--- src/rtl/instr_fetch_unit.sv ---
// Instruction fetch stage: fetches the word at pc_in over a req/ack handshake,
// holds it for the consumer and drives PC update controls on acceptance.
module instr_fetch_unit #(
  parameter int         INSTR_W = 16,
  parameter logic [3:0] OP_JMP  = 4'hA,
  parameter logic [3:0] OP_JMPZ = 4'hB,
  parameter logic [3:0] OP_HALT = 4'hF
) (
  input  logic               clk,
  input  logic               rst,
  input  logic               start,
  input  logic [5:0]         pc_in,
  output logic               imem_req,
  output logic [5:0]         imem_addr,
  input  logic               imem_ack,
  input  logic [INSTR_W-1:0] imem_rdata,
  input  logic               zero_flag,
  output logic [INSTR_W-1:0] ir_out,
  output logic               ir_valid,
  input  logic               ir_ready,
  output logic [5:0]         gamma,
  output logic               s,
  output logic               we,
  output logic               halted
);

  typedef enum logic [1:0] {
    ST_IDLE  = 2'd0,
    ST_REQ   = 2'd1,
    ST_ISSUE = 2'd2,
    ST_HALT  = 2'd3
  } state_t;

  state_t             state_q, state_d;
  logic [INSTR_W-1:0] ir_q, ir_d;
  logic [3:0]         opcode_s;
  logic               accept_s;
  logic               take_jump_s;

  assign opcode_s    = ir_q[INSTR_W-1:INSTR_W-4];
  assign accept_s    = (state_q == ST_ISSUE) && ir_ready;
  assign take_jump_s = (opcode_s == OP_JMP) || ((opcode_s == OP_JMPZ) && zero_flag);

  always_comb begin
    state_d = state_q;
    ir_d    = ir_q;
    case (state_q)
      ST_IDLE: begin
        if (start) state_d = ST_REQ;
        else       state_d = ST_IDLE;
      end
      ST_REQ: begin
        if (imem_ack) begin
          ir_d    = imem_rdata;
          state_d = ST_ISSUE;
        end else begin
          state_d = ST_REQ;
        end
      end
      ST_ISSUE: begin
        if (ir_ready) state_d = (opcode_s == OP_HALT) ? ST_HALT : ST_REQ;
        else          state_d = ST_ISSUE;
      end
      ST_HALT:  state_d = ST_HALT;
      default:  state_d = ST_IDLE;
    endcase
  end

  // Reset discards any in-flight ack, so no capture or PC write survives it.
  always_ff @(posedge clk) begin
    if (!rst) begin
      state_q <= ST_IDLE;
      ir_q    <= '0;
    end else begin
      state_q <= state_d;
      ir_q    <= ir_d;
    end
  end

  always_comb begin
    imem_req  = (state_q == ST_REQ);
    imem_addr = imem_req ? pc_in : 6'd0;
    ir_valid  = (state_q == ST_ISSUE);
    we        = accept_s;
    s         = accept_s && take_jump_s;
    gamma     = s ? ir_q[5:0] : 6'd0;
    halted    = (state_q == ST_HALT);
    ir_out    = ir_q;
  end

endmodule

--- config.mk ---
export PLATFORM = sky130hd
export DESIGN_NAME = instr_fetch_unit
export DESIGN_NICKNAME = d
export VERILOG_FILES = /design/src/rtl/instr_fetch_unit.sv
export SDC_FILE = /design/constraint.sdc
export NUM_CORES = 1
export LEC_CHECK = 0
export CORE_ASPECT_RATIO = 1.5
export CORE_MARGIN = 4
export CORE_UTILIZATION = 30
export DETAILED_ROUTE_END_ITERATION = 8
export GPL_ROUTABILITY_DRIVEN = 1
export PLACE_DENSITY = 0.75
export SYNTH_ARGS = -nofsm -noshare
export SYNTH_HDL_FRONTEND = slang
export SYNTH_SLANG_ARGS = --single-unit
export TNS_END_PERCENT = 5
--- constraint.sdc ---
create_clock -name clk -period 1 [get_ports clk]
set_input_delay 0.1 -clock clk [delete_from_list [all_inputs] [get_ports clk]]
set_output_delay 0.1 -clock clk [all_outputs]
set_load 0.02 [all_outputs]
Yosys cells after proc, flatten, opt, wreduce, memory -nomap -nowiden
Index checks and enable logic that the tools add are counted.
Storage, ports and cells
  bits of input ports: 28
  bits in registers: 18
Operators by class
  mux-type cells: 7
  equal/unequal tests: 6
  reductions and logical operators: 6
Operators with widths (number)
  4-bit == test, second input constant: 3
  6-bit 2-to-1 mux: 2
  2-bit one-hot mux with 4 select lines: 1
  2-bit 2-to-1 mux: 3
  2-bit == test, second input constant: 2
  1-bit logical AND: 3
  2-bit by 1-bit == test with 1-bit output, second input constant: 1
  2-bit logical NOT: 1
  2-bit AND reduction: 1
  1-bit logical OR: 1
  1-bit 2-to-1 mux: 1

Logic depth before layout (Yosys ltp)
  depth after elaboration: 5
  depth in mapped cells: 5

Worst setup path before layout
No wires, ideal clock.
  path type: register -> output
  start: register state_q[0]
  end: output port gamma[0]
  arrival time: 1.398 ns
  slack: -0.498 ns
  stages on the path, launching flop included: 4
  path through: dfxtp_1 > and3b_2 > nor4b_4 > and2_1
On the way
  word-level cells in the longest chain between the ends: 4
Ends and longest elaborated chain
  start, declared: RTL line 34  | state_t state_q, state_d;
  start signal, assigned: RTL line 75  | state_q <= state_d;
  2-bit == test: RTL line 41  | assign accept_s = (state_q == ST_ISSUE) && ir_ready;
  1-bit logical AND: RTL line 41
  via we: RTL line 23  | output logic we,
  1-bit logical AND: RTL line 85  | s = accept_s && take_jump_s;
  via s: RTL line 22  | output logic s,
  6-bit 2-to-1 mux: RTL line 86  | gamma = s ? ir_q[5:0] : 6'd0;
  end, declared: RTL line 21  | output logic [5:0] gamma,
The timed path passes the listed nets, and every way through them passes these cells.

Final worst setup path
  start: register state_q[0]
  end: output port gamma[5]
On the way
  word-level cells in the longest chain between the ends: 4
Ends and longest elaborated chain (RTL line)
  2-bit == test: 41
  1-bit logical AND: 41
  1-bit logical AND: 85
  6-bit 2-to-1 mux: 86
No other way between the ends.

==> impl_metrics.env <==
export IMPL_outcome="complete, but fails checks"
export IMPL_violations="setup timing"
export IMPL_critical_path_class="flip-flop to output port"
export IMPL_crit_required_ps=900
export IMPL_nNetsFinal=208
export IMPL_grt_pass1_wl_um=4210
export IMPL_clockRootBuffer="clkbuf_4"
export IMPL_crit_chain="and3b_2, nor4b_4, buf_4, and2_4, buf_6"
export IMPL_period_share=1.60
export IMPL_arrival_ps=1500
export IMPL_skew_ps=0.510
export IMPL_hold_viol=0
export IMPL_drt_wl_total_um=2690
export IMPL_gp_congestion=0.780
export IMPL_crit_family="simple AND/OR/NAND/NOR gates"
export IMPL_crit_start="state_q[0]"
export IMPL_clock_sinks=18
export IMPL_fillers=240
export IMPL_diodes=0
export IMPL_rows=22
export IMPL_grtUsageTotal=0.148
export IMPL_dr_total_vias=988
export IMPL_core_um2=2530
export IMPL_seq_area_frac_synth=0.443
export IMPL_synth_nets=131
export IMPL_holdCritStartpoint="imem_rdata[0]"
export IMPL_clk_pin_slew_worst_paths_ps=90
export IMPL_final_util=0.627
export IMPL_drc_errors=0
export IMPL_critical_path_endpoint_type="output port"
export IMPL_drtPass1Iterations=4
export IMPL_grt_remaining_overflow=0
export IMPL_fp_dieH_um=71.8
export IMPL_pwr_share_seq=0.486
export IMPL_port_buffers=60
export IMPL_slew_violations=0
export IMPL_r2r_start="state_q[0]"
export IMPL_die_area_um2=3630
export IMPL_combPwrFrac=0.298
export IMPL_die_w_um=50.5
export IMPL_switching_share=0.274
export IMPL_ys_seq_elements=18
export IMPL_max_freq_mhz=625
export IMPL_drtIter0Drc=20
export IMPL_cts_tree="done"
export IMPL_initial_core_util=0.321
export IMPL_grt_pass1_vias=915
export IMPL_detail_route_antenna_nets=0
export IMPL_wl_per_cell_um=12.6
export IMPL_numCtsBuffers=3
export IMPL_clockBufferDepth=2
export IMPL_synth_avg_cell_area_um2=7.90
export IMPL_pwr_share_clk=0.217
export IMPL_grt_max_degree=33
export IMPL_cp_slowest_stage_delay_ps=330
export IMPL_synth_area_um2=813
export IMPL_ir_worst_vdd_mv=0.564
export IMPL_yosys_warnings=0
export IMPL_clk_latency_ps=290
export IMPL_place_ws_ps=-1010
export IMPL_finalSetupViolations=33
export IMPL_post_dp_hpwl_um=2140
export IMPL_drv_cap=0
export IMPL_path_buf_inv=2
export IMPL_p_per_area_nw_per_um2=1000
export IMPL_worst_setup_path_start_kind="flip-flop"
export IMPL_antenna_found_initial=0
export IMPL_layout_drive_gt1_share=0.393
export IMPL_crit_fanout=5
export IMPL_io_pins=61
export IMPL_hp_class="input port to flip-flop"
export IMPL_p_int_w=0.00115
export IMPL_slowest_stage="dfxtp_2"
export IMPL_layout_min_cycle_time_ps=1600
export IMPL_rsz0062_at_grt="true"
export IMPL_syn2layout_area_growth_pct=95.2
export IMPL_power_leakage_nw=0.705
export IMPL_worst_pin_slew_ps=251
export IMPL_htreeDepth=1
export IMPL_syn_inst=103
export IMPL_max_slew_margin_rel=0.832
export IMPL_p_sw_w=0.000436
export IMPL_synth_cell_types=21
export IMPL_power_w=0.00159
export IMPL_post_drt_via_cell_ratio=4.62
export IMPL_setup_ws_ps=-601
kinds of logic after synthesis:
kind of cell / count (synthesis) / share of synthesized area
AOI/OAI and AO/OA: 21 / 0.138
buffers and inverters: 10 / 0.0569
DFF: 18 / 0.443
and+or+nand+nor: 54 / 0.362
through the flow:
| stage | cells | cell area [µm²] | setup TNS [ps] | hold WS [ps] |
|---|---|---|---|---|
| CTS | 214 | 1540 | -9710 | 347 |
| global route | 214 | 1590 | -11950 | 352 |
| floorplan | 103 | 821 | -6090 | 212 |
| detailed placement | 210 | 1580 | -16340 | 457 |
| global placement | 210 | 1580 | -15750 | 446 |
| finish | 214 | 1590 | -9160 | 361 |
cells in the final DEF, fill, tap and decap left out:
cell / count
buf_4: 28
clkdlybuf4s50_1: 27
nand2_1: 17
nand3_1: 16
dfxtp_1: 15
buf_6: 14
o21ai_0: 9
o21ai_1: 8
buf_2: 8
and2_4: 7
and2_1: 5
clkbuf_4: 3
nor2b_1: 2
and3b_2: 2
nor2_1: 2
dfxtp_2: 2
dlygate4sd2_1: 2
nor4b_4: 1
and2_2: 1
inv_2: 1
a211o_1: 1
inv_1: 1
a21oi_2: 1
nand4_1: 1
a21oi_1: 1
a311oi_1: 1
dfxtp_4: 1
buf_12: 1
path summary, 6_finish.rpt:
check          endpoint  slack, ps  cells after the start
max            gamma[5]       -600                      5
min           ir_out[0]        360                      3
max reg2reg  ir_out[15]       -150                      5
min reg2reg  ir_out[11]        460                      2
synthesized netlist by cell type (all sizes together):
| cell | number | area [µm²] |
|---|---|---|
| a211o | 1 | 8.76 |
| a21oi | 2 | 10.0 |
| a311oi | 1 | 8.76 |
| and2 | 13 | 81.3 |
| and3b | 2 | 18.8 |
| buf | 5 | 26.3 |
| clkbuf | 3 | 12.5 |
| dfxtp | 18 | 360 |
| inv | 2 | 7.51 |
| nand2 | 17 | 63.8 |
| nand3 | 16 | 80.1 |
| nand4 | 1 | 6.26 |
| nor2 | 2 | 7.51 |
| nor2b | 2 | 12.5 |
| nor4b | 1 | 23.8 |
| o21ai | 17 | 85.1 |
cell type report:
| cell class | instances | area [µm²] | share of cell area |
|---|---|---|---|
| multi-input cells | 75 | 430 | 0.271 |
| repair buffers | 80 | 716 | 0.451 |
| clock buffers | 3 | 22.5 | 0.0142 |
| well taps | 36 | 45.0 | 0.0284 |
| inverters | 2 | 7.51 | 0.00473 |
| flip-flops and latches | 18 | 367 | 0.231 |
flip-flops by register name (all words and copies together) (netlist names):
register  count
ir_out       16
state_q       2
power groups by stage:
stage	clock [W]	sequential, W	combinational, W
floorplan	0	0.000834	0.000136
global placement	0	0.000787	0.000467
detailed placement	0	0.000789	0.000479
CTS	0.000364	0.000773	0.000450
global route	0.000403	0.000778	0.000508
finish	0.000344	0.000773	0.000474
metal layers:
metal  wire [µm]  GRT usage  vias to the layer above
met5           0          0                        -
met4          17     0.0509                        0
met3         263     0.0499                        2
met2        1430      0.260                       42
met1         978      0.165                      442
li1            -          -                      502
what timing repair did:
action / 4_1_cts / 5_1_grt
hold buffers: 0 / 0
pin swaps: 5 / 0
gates cloned: 0 / 0
gates resized for setup: 157 / 24
setup buffers: 1 / 0
endpoints found under the setup margin: 49 / 44
tightest hold or removal path: stages:
cell and delay [ps]:
clkdlybuf4s50_1 400, nand3_1 60, o21ai_1 50
No activity file was read; power rests on OpenSTA's default activity.
